$ cat src/rtl/conv_output_writer.sv
// ============================================================================
// Module   : conv_output_writer
// Purpose  : Buffers finished conv output vectors and streams them to the
//            output BRAM with sequential addressing, tile-end signalling and
//            back-pressure. Optional ReLU: CONV_OUTPUT_WRITER_RELU_EN.
// Revision : 1.0 - initial release
// ============================================================================
`default_nettype none

module conv_output_writer #(
    parameter int          RES       = 16,
    parameter int          LANES     = 8,
    parameter int          DEPTH     = 4,
    parameter int          ADDR_STEP = 4,
    parameter logic [31:0] LAST_ADDR = 32'h1ffc
) (
    input  logic                       clk,
    input  logic                       rst_n,
    input  logic                       in_valid,
    input  logic [LANES*RES-1:0]       in_pixels,
    output logic                       in_ready,
    input  logic                       bram_busy,
    output logic                       write_en,
    output logic [31:0]                bram_wr_addr,
    output logic [LANES*RES-1:0]       output_pixels,
    output logic                       tile_done,
    output logic                       overflow,
    output logic [$clog2(DEPTH):0]     fill_level
);

    localparam int C_PTR_W = $clog2(DEPTH);
    localparam int C_CNT_W = C_PTR_W + 1;
    localparam int C_VEC_W = LANES * RES;

    typedef enum logic [1:0] {
        IDLE     = 2'd0,
        WRITE    = 2'd1,
        TILE_END = 2'd2
    } state_t;

    state_t               state_q, state_d;
    logic [C_VEC_W-1:0]   mem_q [DEPTH];
    logic [C_VEC_W-1:0]   mem_d [DEPTH];
    logic [C_PTR_W-1:0]   rd_ptr_q, rd_ptr_d;
    logic [C_PTR_W-1:0]   wr_ptr_q, wr_ptr_d;
    logic [C_CNT_W-1:0]   count_q, count_d;
    logic                 write_en_q, write_en_d;
    logic                 tile_done_q, tile_done_d;
    logic                 overflow_q, overflow_d;
    logic [31:0]          addr_q, addr_d;
    logic [31:0]          next_addr_q, next_addr_d;
    logic [C_VEC_W-1:0]   out_q, out_d;

    logic                 w_push;
    logic                 w_pop;
    logic [C_VEC_W-1:0]   w_push_data;

    assign in_ready      = (count_q != C_CNT_W'(DEPTH));
    assign w_push        = in_valid && in_ready;
    assign write_en      = write_en_q;
    assign tile_done     = tile_done_q;
    assign overflow      = overflow_q;
    assign bram_wr_addr  = addr_q;
    assign output_pixels = out_q;
    assign fill_level    = count_q;

    always_comb begin
        w_push_data = in_pixels;
`ifdef CONV_OUTPUT_WRITER_RELU_EN
        for (int k = 0; k < LANES; k++) begin
            if (in_pixels[(k+1)*RES-1]) begin
                w_push_data[k*RES +: RES] = '0;
            end
        end
`endif
    end

    always_comb begin
        state_d     = state_q;
        write_en_d  = 1'b0;
        tile_done_d = 1'b0;
        out_d       = out_q;
        addr_d      = addr_q;
        next_addr_d = next_addr_q;
        rd_ptr_d    = rd_ptr_q;
        wr_ptr_d    = wr_ptr_q;
        count_d     = count_q;
        mem_d       = mem_q;
        overflow_d  = overflow_q | (in_valid & ~in_ready);
        w_pop       = 1'b0;

        case (state_q)
            IDLE: begin
                if (count_q != '0) state_d = WRITE;
            end
            WRITE: begin
                if ((count_q != '0) && !bram_busy) begin
                    w_pop      = 1'b1;
                    write_en_d = 1'b1;
                    out_d      = mem_q[rd_ptr_q];
                    addr_d     = next_addr_q;
                    rd_ptr_d   = rd_ptr_q + 1'b1;
                    // Writing the last word of a tile forces a one-cycle bubble.
                    if (next_addr_q == LAST_ADDR) begin
                        tile_done_d = 1'b1;
                        next_addr_d = 32'd0;
                        state_d     = TILE_END;
                    end else begin
                        next_addr_d = next_addr_q + 32'(ADDR_STEP);
                    end
                end else if (count_q == '0) begin
                    state_d = IDLE;
                end
            end
            TILE_END: begin
                state_d = (count_q != '0) ? WRITE : IDLE;
            end
            default: state_d = IDLE;
        endcase

        if (w_push) begin
            mem_d[wr_ptr_q] = w_push_data;
            wr_ptr_d        = wr_ptr_q + 1'b1;
        end

        case ({w_push, w_pop})
            2'b10:   count_d = count_q + 1'b1;
            2'b01:   count_d = count_q - 1'b1;
            default: count_d = count_q;
        endcase
    end

    always_ff @(posedge clk or negedge rst_n) begin
        if (!rst_n) begin
            state_q     <= IDLE;
            rd_ptr_q    <= '0;
            wr_ptr_q    <= '0;
            count_q     <= '0;
            write_en_q  <= 1'b0;
            tile_done_q <= 1'b0;
            overflow_q  <= 1'b0;
            addr_q      <= 32'd0;
            next_addr_q <= 32'd0;
            out_q       <= '0;
            for (int i = 0; i < DEPTH; i++) mem_q[i] <= '0;
        end else begin
            state_q     <= state_d;
            rd_ptr_q    <= rd_ptr_d;
            wr_ptr_q    <= wr_ptr_d;
            count_q     <= count_d;
            write_en_q  <= write_en_d;
            tile_done_q <= tile_done_d;
            overflow_q  <= overflow_d;
            addr_q      <= addr_d;
            next_addr_q <= next_addr_d;
            out_q       <= out_d;
            mem_q       <= mem_d;
        end
    end

endmodule

`default_nettype wire

$ cat config.mk
export PLATFORM = sky130hd
export DESIGN_NAME = conv_output_writer
export DESIGN_NICKNAME = d
export VERILOG_FILES = /design/src/rtl/conv_output_writer.sv
export SDC_FILE = /design/constraint.sdc
export NUM_CORES = 1
export LEC_CHECK = 0
export ABC_AREA = 0
export CORE_ASPECT_RATIO = 1.75
export CORE_MARGIN = 2
export CORE_UTILIZATION = 30
export CTS_CLUSTER_DIAMETER = 50
export DETAILED_ROUTE_END_ITERATION = 8
export DONT_BUFFER_PORTS = 1
export SETUP_SLACK_MARGIN = 0.05
export SYNTH_ARGS = -nofsm -noshare
export SYNTH_HDL_FRONTEND = slang
export SYNTH_SLANG_ARGS = --single-unit
$ cat constraint.sdc
create_clock -name clk -period 3.2 [get_ports clk]
set_clock_uncertainty 0.2 [all_clocks]
set_input_delay 0.48 -clock clk [delete_from_list [all_inputs] [get_ports clk]]
set_output_delay 0.48 -clock clk [all_outputs]
set_load 0.005 [all_outputs]
==> metrics.txt <==
outcome=finished with violations; failing checks=negative hold slack; Post-Place Setup Slack=0.511 ns; Synth async-reset ratio=100%; CTS tree=built; Initial Utilization=30.3%; min Tclk post-route=2.69 ns; Leakage Power=15.6 nW; worst slew pin tran=1.07 ns; Num CTS Buffers=75; reg-to-reg slack, setup=slightly above 0.5 ns; WP data arrival=3.05 ns; CP most frequent cell=xor2_1; max-cap check violation count=0; CP max stage delay=between 0.6 and 0.7 ns; DP HPWL=45.3 mm; Worst Setup End Kind=flip-flop; core area=98300 sq um; Die Area=102000 sq um; PostCTS Resize Cnt=0; row cnt=approximately 150; synth unique cells=36; H-tree depth=3; Layout area overhead=19.3%; RSZ-0062 raised after global routing=false; GPL Wtd Cong=0.820; first-pass GRT wire length=116 mm; WL final=73.7 mm; Area contributors post-synth=dfrtp_1, mux2_2, mux4_2; Max Clk Rate=372 MHz; fin nets=2365; CTS Sinks=712; Seq cells post-synth=712; Layout Utilization=36.2%; Avg Vias per Cell=4.79; r2r endpoint=fill_level[2]; DR iter-0 viols=661; Setup CP Type=flip-flop to flip-flop; grt ovf=0; Clock Tree Root=clkbuf_16; largest net degree at the start of global routing=713; DRT antenna net count=0; Slew headroom=28.9%; Clock Latency Late Sink=0.67 ns; CP Launch Type=flip-flop; cell taking the most area after synthesis=dfrtp_1; Worst VDD drop=0.936 mV; vias in the first global route=19600; Required @ worst endpoint=roughly 3.6 ns; clock-pin slew on the worst setup and hold paths=0.06 ns; Die X=approximately 240 um; worst hold slack=-0.688 ns; count of TritonRoute iterations in the first routing pass=4; final non-filler cell area=35500 sq um; Mapped Cells=2101; cts-stage hold buffer count=130; DIE HEIGHT=~420 um; IO Pins=about 300; Total GRT Usage=14.7%; Max clock buf depth=3; worst setup margin=0.511 ns; register area share after synthesis=59.8%; setup violators final=0; period utilisation layout=84.0%; area post-placement=31500 sq um; Fin. Hold Viols=185; Post-synth EDFFs=0; max-slew violations=0; CP Cell Sequence=nor3_1 -> or4b_4 -> inv_6 -> ha_1 -> inv_1 -> fa_1 -> xor2_1 -> nor2_1 -> xor2_1; Residual DRC=0; setup TNS=0 ns; peak fanout along the critical path=11; path type of the worst min-delay path=primary input to asynchronous set/reset pin; setup repair bufs after CTS=0; Mapped Area=29800 sq um; layout cells sized above 1=36.0%; ys flop type=dfrtp_1; IO Port Bufs=0; Post-synth top cells=dfrtp_1, mux2_2, nand2_1; area share of the largest cell type after synthesis=59.8%; count leader, synth=dfrtp_1; syn_area_per_cell=approximately 14 sq um; initial antenna violation count=4; routed len/inst=slightly above 20 um; Synth Warn #=0; CP max stage cell=or4b_4; Vias=between 15000 and 20000; FF-to-FF path depth=9; R2R Path Start=fill_level[2]; Power Density=1060 nW/um^2
cell families after synthesis:
| logic type | share of synthesized area [%] |
|---|---|
| other cells | 0.0126 |
| flops | 59.8 |
| buf+inv | 2.13 |
| simple gates | 7.47 |
| mux | 29.1 |
| compound gates | 0.332 |
| fa+ha+maj | 0.319 |
| xor+xnor | 0.853 |
layout make-up:
type	instances	area [sq um]
fill	9432	62800
sequential	712	17800
multi-input combinational	1249	11400
clock buffer	99	2090
timing repair buffer	177	2060
tap	1309	1640
clock inverter	36	508
inverter	11	46.3
antenna	4	10.0
critical path, delay by kind of cell (launching register included):
kind / cells / cell delay, ns
xor+xnor: 2 / 0.37
flops: 1 / 0.45
buf+inv: 2 / 0.18
simple gates: 3 / 0.85
fa+ha+maj: 2 / 0.56
routing by layer:
metal / GRT usage (%) / wire length [um] / up-vias
met5: 0 / 0 / -
met4: 6.62 / 2510 / 0
met3: 3.05 / 3430 / 119
met2: 26.7 / 38900 / 397
met1: 16.6 / 28800 / 9119
li1: - / - / 7579
worst max-delay path by stage:
stage	depth (start not counted)	slack, ns	to	start
floorplan	10	0.36	fill_level[2]	bram_busy
global placement	9	0.54	fill_level[2]	fill_level[0]
detailed placement	6	0.51	mem_q[59]	fill_level[0]
CTS	6	0.51	mem_q[61]	fill_level[0]
global route	10	0.38	fill_level[2]	fill_level[0]
finish	9	0.51	fill_level[2]	fill_level[2]
through the flow:
stage / power [mW] / cells
global placement: 27.7 / 3324
floorplan: 24.7 / 2102
finish: 37.6 / 3597
global route: 40.0 / 3597
CTS: 38.1 / 3589
detailed placement: 28.6 / 3324
state kept, by name (all words and copies together), names as in the netlist:
register	flops
mem_q	512
rd_ptr_q	2
bram_wr_addr	30
write_en	1
wr_ptr_q	2
next_addr_q	30
tile_done	1
state_q	2
fill_level	3
output_pixels	128
overflow	1
cells in the final DEF (no fill, tap or decap), types with 7 or more instances in the layout:
cell,Yosys,routed
nand3_1,12,12
nand2_1,493,489
mux2_2,512,512
o21ai_0,10,10
inv_1,10,10
xnor2_1,22,22
dlygate4sd3_1,0,130
xor2_1,7,7
clkbuf_8,0,12
bufinv_16,0,8
buf_4,2,17
buf_12,0,26
dfrtp_1,712,710
nand4_1,9,9
clkbuf_1,51,12
clkbuf_16,0,75
mux4_2,128,128
nor3_1,7,7
power by group:
| group | internal (mW) | switching (mW) |
|---|---|---|
| clock | 5.32 | 3.78 |
| combinational | 7.08 | 5.45 |
| sequential | 13.3 | 2.68 |
| total | 25.7 | 11.9 |
No activity file was read; power rests on OpenSTA's default activity.
